### src/rtl/dmem_pkg.sv
// Shared types and constants for the data-memory responder slice.
// DMEM_PARITY_EN selects the optional parity column.
package dmem_pkg;

  localparam int DATA_W_DEF = 32;
  localparam int ADDR_W_DEF = 7;
  localparam int DEPTH      = 2 ** ADDR_W_DEF;
  localparam int CNT_W      = 16;

  typedef enum logic [1:0] {
    CLEAR = 2'd0,
    READY = 2'd1,
    HOLD  = 2'd2
  } state_e;

  // Counters stick at all-ones instead of wrapping.
  function automatic logic [CNT_W-1:0] sat_inc(input logic [CNT_W-1:0] v,
                                               input logic             en);
    return (en && (v != '1)) ? v + CNT_W'(1) : v;
  endfunction

endpackage

### src/rtl/dmem_array.sv
// Word-wide storage: one synchronous write port, one asynchronous read port.
// The parity column, when present, is simply the top bit of each word.
module dmem_array
  import dmem_pkg::*;
#(
  parameter int WORD_W = DATA_W_DEF,
  parameter int ADDR_W = ADDR_W_DEF
) (
  input  logic              clk,
  input  logic              we,
  input  logic [ADDR_W-1:0] waddr,
  input  logic [WORD_W-1:0] wdata,
  input  logic [ADDR_W-1:0] raddr,
  output logic [WORD_W-1:0] rdata
);

  logic [WORD_W-1:0] mem [2**ADDR_W];

  // NOTE: the array has no reset; it is zeroed by the CLEAR sequence, which
  // keeps it mappable onto RAM macros.
  always_ff @(posedge clk) begin
    if (we) mem[waddr] <= wdata;
  end

  assign rdata = mem[raddr];

endmodule

### src/rtl/dmem_responder.sv
// Data-memory responder: post-reset clear FSM, access gating and counters.
// Define DMEM_PARITY_EN to store an even-parity bit per word and flag errors.
module dmem_responder
  import dmem_pkg::*;
#(
  parameter int DATA_W = DATA_W_DEF,
  parameter int ADDR_W = ADDR_W_DEF
) (
  input  logic              clk,
  input  logic              rst_n,
  input  logic              CEN,
  input  logic              WEN,
  input  logic              OEN,
  input  logic [ADDR_W-1:0] A,
  input  logic [DATA_W-1:0] D,
  output logic [DATA_W-1:0] Q,
  output logic              busy,
  output logic [CNT_W-1:0]  rd_cnt,
  output logic [CNT_W-1:0]  wr_cnt,
  input  logic              par_inject,
  output logic              perr
);

`ifdef DMEM_PARITY_EN
  localparam int WORD_W = DATA_W + 1;
`else
  localparam int WORD_W = DATA_W;
  logic unused_par_inject;
  assign unused_par_inject = par_inject;
`endif

  state_e             state_q, state_d;
  logic [ADDR_W-1:0]  clr_ptr_q, clr_ptr_d;
  logic               busy_q, busy_d;
  logic [CNT_W-1:0]   rd_cnt_q, rd_cnt_d;
  logic [CNT_W-1:0]   wr_cnt_q, wr_cnt_d;
  logic               perr_q, perr_d;

  logic               in_ready, rd_acc, wr_acc;
  logic               arr_we;
  logic [ADDR_W-1:0]  arr_waddr;
  logic [WORD_W-1:0]  arr_wdata, arr_rdata;

  // NOTE: sequential state uses non-blocking assignments so every flop
  // samples pre-edge values regardless of statement order.
  always_ff @(posedge clk or negedge rst_n) begin
    if (!rst_n) begin
      state_q   <= CLEAR;
      clr_ptr_q <= '0;
      busy_q    <= 1'b1;
      rd_cnt_q  <= '0;
      wr_cnt_q  <= '0;
      perr_q    <= 1'b0;
    end else begin
      state_q   <= state_d;
      clr_ptr_q <= clr_ptr_d;
      busy_q    <= busy_d;
      rd_cnt_q  <= rd_cnt_d;
      wr_cnt_q  <= wr_cnt_d;
      perr_q    <= perr_d;
    end
  end

  // HOLD and any illegal encoding behave exactly like CLEAR.
  always_comb begin
    state_d   = state_q;
    clr_ptr_d = clr_ptr_q;
    case (state_q)
      READY: state_d = READY;
      default: begin
        clr_ptr_d = clr_ptr_q + ADDR_W'(1);
        state_d   = (&clr_ptr_q) ? READY : CLEAR;
      end
    endcase
  end

  // NOTE: every signal gets a default at the top of the block so no path
  // leaves it unassigned and no latch is inferred.
  always_comb begin
    in_ready  = (state_q == READY);
    rd_acc    = in_ready & ~CEN & WEN & ~OEN;
    wr_acc    = in_ready & ~CEN & ~WEN;
    busy_d    = (state_d != READY);
    // Gating with rst_n keeps a reset edge from landing a write in the array.
    arr_we    = rst_n & (~in_ready | wr_acc);
    arr_waddr = in_ready ? A : clr_ptr_q;
    arr_wdata = '0;
    if (in_ready) begin
`ifdef DMEM_PARITY_EN
      arr_wdata = {(^D) ^ par_inject, D};
`else
      arr_wdata = D;
`endif
    end
    Q        = rd_acc ? arr_rdata[DATA_W-1:0] : '0;
    rd_cnt_d = sat_inc(rd_cnt_q, rd_acc);
    wr_cnt_d = sat_inc(wr_cnt_q, wr_acc);
`ifdef DMEM_PARITY_EN
    // A stored word with correct even parity XORs to zero across all bits.
    perr_d   = perr_q | (rd_acc & (^arr_rdata));
`else
    perr_d   = 1'b0;
`endif
  end

  dmem_array #(
    .WORD_W (WORD_W),
    .ADDR_W (ADDR_W)
  ) u_array (
    .clk   (clk),
    .we    (arr_we),
    .waddr (arr_waddr),
    .wdata (arr_wdata),
    .raddr (A),
    .rdata (arr_rdata)
  );

  assign busy   = busy_q;
  assign rd_cnt = rd_cnt_q;
  assign wr_cnt = wr_cnt_q;
  assign perr   = perr_q;

endmodule
### config.mk
export PLATFORM = sky130hd
export DESIGN_NAME = dmem_responder
export DESIGN_NICKNAME = d
export VERILOG_FILES = /design/src/rtl/dmem_pkg.sv /design/src/rtl/dmem_array.sv /design/src/rtl/dmem_responder.sv
export SDC_FILE = /design/constraint.sdc
export NUM_CORES = 2
export LEC_CHECK = 0
export ABC_CLOCK_PERIOD_IN_PS = 3400
export CAP_MARGIN = 20
export CELL_PAD_IN_SITES_DETAIL_PLACEMENT = 1
export CELL_PAD_IN_SITES_GLOBAL_PLACEMENT = 1
export CORE_MARGIN = 2
export CORE_UTILIZATION = 25
export CTS_BUF_LIST = sky130_fd_sc_hd__clkbuf_16
export DETAILED_ROUTE_END_ITERATION = 8
export GPL_ROUTABILITY_DRIVEN = 0
export HOLD_SLACK_MARGIN = 0.1
export MAX_ROUTING_LAYER = met4
export PLACE_DENSITY_LB_ADDON = 0.1
export SLEW_MARGIN = 30
export SYNTH_ARGS = -nofsm -noshare
export SYNTH_HDL_FRONTEND = slang
export SYNTH_SLANG_ARGS = --single-unit
export TNS_END_PERCENT = 10
### constraint.sdc
create_clock -name clk -period 3.4 [get_ports clk]
set_input_delay 0.51 -clock clk [delete_from_list [all_inputs] [get_ports clk]]
set_output_delay 0.51 -clock clk [all_outputs]
set_load 0.02 [all_outputs]
### Word-level counts from Yosys, hierarchy flattened

Memory sizes are Yosys's and may differ from the RTL's.
Cells that the tools add are included.

| word-level totals | value |
|---|---|
| register bits | 42 |
| word-level logic and storage cells | 33 |
| memories | 1 |
| bits in writable memories | 4,096 |
| input bits | 45 |
| output and inout port bits | 66 |

Memories:

| name | words | bits a word | rd ports | clocked after Yosys merged registers in | wr ports | RTL line | RTL |
|---|---|---|---|---|---|---|---|
| u_array.mem | 128 | 32 | 1 | 0 | 1 | dmem_array.sv:17 | `logic [WORD_W-1:0] mem [2**ADDR_W];` |

| operators by class | value |
|---|---|
| reduce and logical (&&, ||, !) cells | 3 |
| muxes and demuxes | 7 |
| add/sub/neg operators | 3 |
| bitwise gates (word level) | 10 |
| equal/unequal tests | 4 |

Operators with widths:

| cell | count |
|---|---|
| 2-to-1 mux 32 bit | 2 |
| adder 16 x 1 -> 16 bit (second input constant) | 2 |
| != test 16 bit (second input constant) | 2 |
| adder 7 x 1 -> 7 bit (second input constant) | 1 |
| 2-to-1 mux 7 bit | 1 |
| AND reduction 7 bit | 1 |
| AND 1 bit | 5 |
| 2-to-1 mux 1 bit | 4 |
| NOT 1 bit | 4 |
| equality test 2 x 1 -> 1 bit (second input constant) | 1 |
| logical AND 1 bit | 2 |
| != test 2 x 1 -> 1 bit (second input constant) | 1 |
| OR 1 bit | 1 |

### Logic depth before layout (Yosys ltp)

| depth | value |
|---|---|
| depth in word-level cells | 7 |
| gate-level depth with buffers | 10 |
| depth with buffers taken out | 7 |

### Modules after synthesis

From an unflattened synthesis, not the netlist that was laid out.

| unflattened totals | value |
|---|---|
| cell total of the unflattened synthesis | 6,218 |
| area total of the unflattened synthesis | 158,165.4 um^2 |

Modules (own cells, without submodules):

| module | area each (um^2) | cells an instance | times used |
|---|---|---|---|
| dmem_array | 155,635.5 | 5,958 | 1 |
| dmem_responder | 2,529.9 | 260 | 1 |

### Worst setup path after synthesis

OpenSTA, ideal clock, no wires.

| path | value |
|---|---|
| path type | input -> register |
| start point | input A[1] |
| end point | memory u_array.mem[36][0] (netlist bit) (enable) |
| arrival time | 3.439 ns |
| cell stages on the path | 8 |
| setup time | 0.421 ns |
| setup slack | -0.460 ns |
| data required time | 2.979 ns |
| cell sequence | buf_2 -> buf_2 -> buf_2 -> buf_2 -> mux2i_1 -> nand3_1 -> clkbuf_1 -> nor2_1 |

| on the way | value |
|---|---|
| cells in the longest elaborated chain, start to end | 1 |

RTL lines:

| what | RTL line | RTL |
|---|---|---|
| from (decl) | dmem_responder.sv:14 | `input logic [ADDR_W-1:0] A,` |
| 2-to-1 mux 7 bit | dmem_responder.sv:86 | `arr_waddr = in_ready ? A : clr_ptr_q;` |
| to (decl) | dmem_array.sv:17 |  |

Every way passes these cells.

### Worst setup path in the final report

| path | value |
|---|---|
| start point | input A[6] |
| end point | output Q[21] |

| on the way | value |
|---|---|
| cells in the longest elaborated chain, start to end | 2 |

RTL lines:

| what | RTL line | RTL |
|---|---|---|
| memory (128 x 32 bit) | n/a |  |
| 2-to-1 mux 32 bit | dmem_responder.sv:95 | `Q = rd_acc ? arr_rdata[DATA_W-1:0] : '0;` |
| to (decl) | dmem_responder.sv:16 | `output logic [DATA_W-1:0] Q,` |

Every way passes these cells.

==> flow_metrics.env <==
export IMPL_path_clk_slew_ns=0.06
export IMPL_status="finished, violations left"
export IMPL_grt_ovfl_total=0
export IMPL_die_area_sq_mm=0.642
export IMPL_core_area_sq_mm=0.633
export IMPL_cpPeakStageDelay_ns=0.57
export IMPL_intPower_w=0.0856
export IMPL_pwr_share_comb_pct=3.8
export IMPL_crit_arrival_ns=4.22
export IMPL_post_cts_setup_buffers=0
export IMPL_crit_chain="clkdlybuf4s50_1, buf_12, nor2b_4, buf_4, and2_1, buf_12, a22oi_2, nand4_1, buf_4, or3_4, buf_8, o31a_1, buf_12"
export IMPL_synth_edff_count=4096
export IMPL_ys_types=43
export IMPL_grt_first_pass_wirelength_um=775000
export IMPL_drv_slew=0
export IMPL_dp_hpwl_um=379000
export IMPL_endpoint_kind="output port"
export IMPL_yosysWarningCount=0
export IMPL_drt_iter0_markers=7144
export IMPL_drc=0
export IMPL_clkSinkCount=4137
export IMPL_regArea_sq_mm=0.124
export IMPL_final_hold_viol_count=0
export IMPL_switching_share_pct=21.7
export IMPL_final_cell_mix="4,096 x edfxtp_1, 1,026 x mux2i_1, 655 x buf_4"
export IMPL_grt_pass1_vias=89800
export IMPL_worst_pin_slew_ns=1.05
export IMPL_avgSynthCellArea_sq_um=19.7
export IMPL_nets=9444
export IMPL_violations="negative setup slack"
export IMPL_clkLatencyLatePin_ns=1.05
export IMPL_hold_path_class="in -> async"
export IMPL_wl_per_cell_um=31.1
export IMPL_num_rows=292
export IMPL_root_buffer="clkbuf_16"
export IMPL_antenna_found_initial=38
export IMPL_synthFlopType="edfxtp_1"
export IMPL_post_route_min_period_ns=4.73
export IMPL_die_y_um=801
export IMPL_areaGrowthSynthToFinish_pct=27.0
export IMPL_p_leak_nw=57.6
export IMPL_path_class="in -> out"
export IMPL_clk_path_buf_depth=4
export IMPL_io_buffers=108
export IMPL_cp_start_kind="primary input"
export IMPL_skew_ns=0.0398
export IMPL_n_fill_cell=63200
export IMPL_setup_tns_ns=-33.73
export IMPL_rsz0062_at_grt="true"
export IMPL_synth_seq_cells=4137
export IMPL_synth_seq_area_share_pct=78.0
export IMPL_vias=84400
export IMPL_pwr_share_clk_pct=45.7
export IMPL_cpMostUsedCell="buf_12"
export IMPL_postRouteAntennaNets=0
export IMPL_grt_max_degree=129
export IMPL_fin_ws_ns=-1.33
export IMPL_start_util_pct=25.1
export IMPL_synthesis_area_sq_mm=0.159
export IMPL_async_flop_share_pct=0.991
export IMPL_ios=111
export IMPL_wl_um=565000
export IMPL_cp_top_family="buffers and inverters"
export IMPL_multi_input_area_sq_mm=0.0345
export IMPL_viasPerCell=4.64
export IMPL_layout_drive_gt1_share_pct=27.8
export IMPL_finalCritPeriodShare_pct=139
export IMPL_totalPowerFinal_w=0.109
export IMPL_cp_max_fo=32
export IMPL_maxCapViolations=0
export IMPL_cts_tree="done"
export IMPL_irDropWorstVdd_v=0.000485
export IMPL_first_pass_iters=5
export IMPL_final_common_cell="edfxtp_1"
export IMPL_preCtsSetupSlack_ns=-1.68
export IMPL_worst_path_buf_inv=7
export IMPL_syn_num_nets=8115
export IMPL_die_w_um=801
export IMPL_synthCells=8067
export IMPL_switching_power_w=0.0237
export IMPL_worst_endpoint_required_ns=2.89
export IMPL_fmax_mhz=211
export IMPL_grt_usage_pct=17.7
export IMPL_final_setup_viol_count=32
export IMPL_cts_buffers=475
export IMPL_power_density_mw_per_mm2=542
export IMPL_critPathSlowestCell="nand4_1"
export IMPL_slew_headroom_pct=30.3
export IMPL_ctsHtreeMaxLevel=5
export IMPL_pwr_share_seq_pct=50.5
==> power by group through the flow <==
stage	combinational [W]	sequential (W)	clock, W
after floorplan	0.00161	0.0563	0
after global routing	0.00438	0.0552	0.0532
after global placement	0.00421	0.0563	0
final	0.00419	0.0552	0.0499
after detailed placement	0.00422	0.0563	0
after CTS	0.00432	0.0552	0.0514
==> routing by layer <==
layer | track usage [%] | routed length [um] | vias up
met2 | 28.8 | 274000 | 1545
met1 | 24.2 | 260000 | 46300
met5 | - | 0 | -
li1 | - | - | 36000
met3 | 1.92 | 20500 | 582
met4 | 3.02 | 10300 | 0
==> synth_stat cells (40+ instances only) <==
master	instances	area [sq um]
edfxtp_1	4096	123000
mux2i_1	1026	10300
nand3_1	531	2660
mux4_2	512	11500
a22oi_1	477	3580
clkbuf_1	265	995
nand2_1	211	792
buf_2	170	851
nand4_1	167	1040
a21oi_1	161	806
nor2_1	149	559
and2_1	46	288
dfrtp_1	40	1000
==> layout make-up <==
cell class	instances	area share, %
Sequential cell	4137	61.5
Clock inverter	396	1.56
Clock buffer	478	5.93
Timing Repair Buffer	1336	8.72
Inverter	2	0.00372
Antenna cell	21	0.0260
Multi-Input combinational cell	3444	17.1
Tap cell	8379	5.19
==> worst reg2reg max path: cells and delay by family (launching register included) <==
kind | cells | cell delay [ns]
buffers and inverters | 2 | 0.49
AOI/OAI and AO/OA | 1 | 0.10
and+or+nand+nor | 4 | 1.22
DFF | 1 | 0.72
==> registers in the layout, indices dropped and copies added (netlist names) <==
| name | cells |
|---|---|
| clr_ptr_q | 7 |
| state_q | 1 |
| rd_cnt | 16 |
| busy | 1 |
| u_array.mem | 4096 |
| wr_cnt | 16 |
==> final timing paths <==
kind | endpoint | depth (start not counted) | from | slack (ns)
setup / recovery | Q[21] | 13 | A[6] | -1.33
max in group asynchronous | state_q[0] | 4 | rst_n | 2.29
min in group clk | u_array.mem[79][7] | 2 | D[7] | 0.30
hold reg to reg | clr_ptr_q[2] | 1 | clr_ptr_q[2] | 0.49
hold / removal | rd_cnt[15] | 3 | rst_n | 0.28
setup reg to reg | u_array.mem[126][23] | 7 | state_q[0] | 0.51
==> cells by family (layout without fill, tap and decap cells) <==
kind of cell,after synthesis,in the layout,synth area share [%]
buffers and inverters,486,2212,1.33
and+or+nand+nor,1173,1173,3.65
other,1,22,0.00236
DFF,4137,4137,78.0
muxes,1543,1543,13.8
adders and majority gates,3,3,0.0236
AOI/OAI and AO/OA,689,689,3.02
xor gates and xnor gates,35,35,0.193
==> per-stage QoR <==
stage / hold WS [ns] / util, % / instance area [sq um] / cells
floorplan: 0.214 / - / 159000 / 8067
global placement: 0.478 / 29.4 / 186000 / 17300
detailed placement: 0.486 / 29.4 / 186000 / 17300
CTS: 0.203 / 31.9 / 202000 / 18200
global route: 0.234 / 31.9 / 202000 / 18200
finish: 0.284 / 31.9 / 202000 / 18200
==> what timing repair did <==
item                                    4_1_cts  5_1_grt
endpoints found under the setup margin       32       32
pin swaps                                   111       17
endpoints found under the hold margin        19        0
resized for setup                           127       12
hold buffers                                  1        0
(Power assumes the default switching activity.)
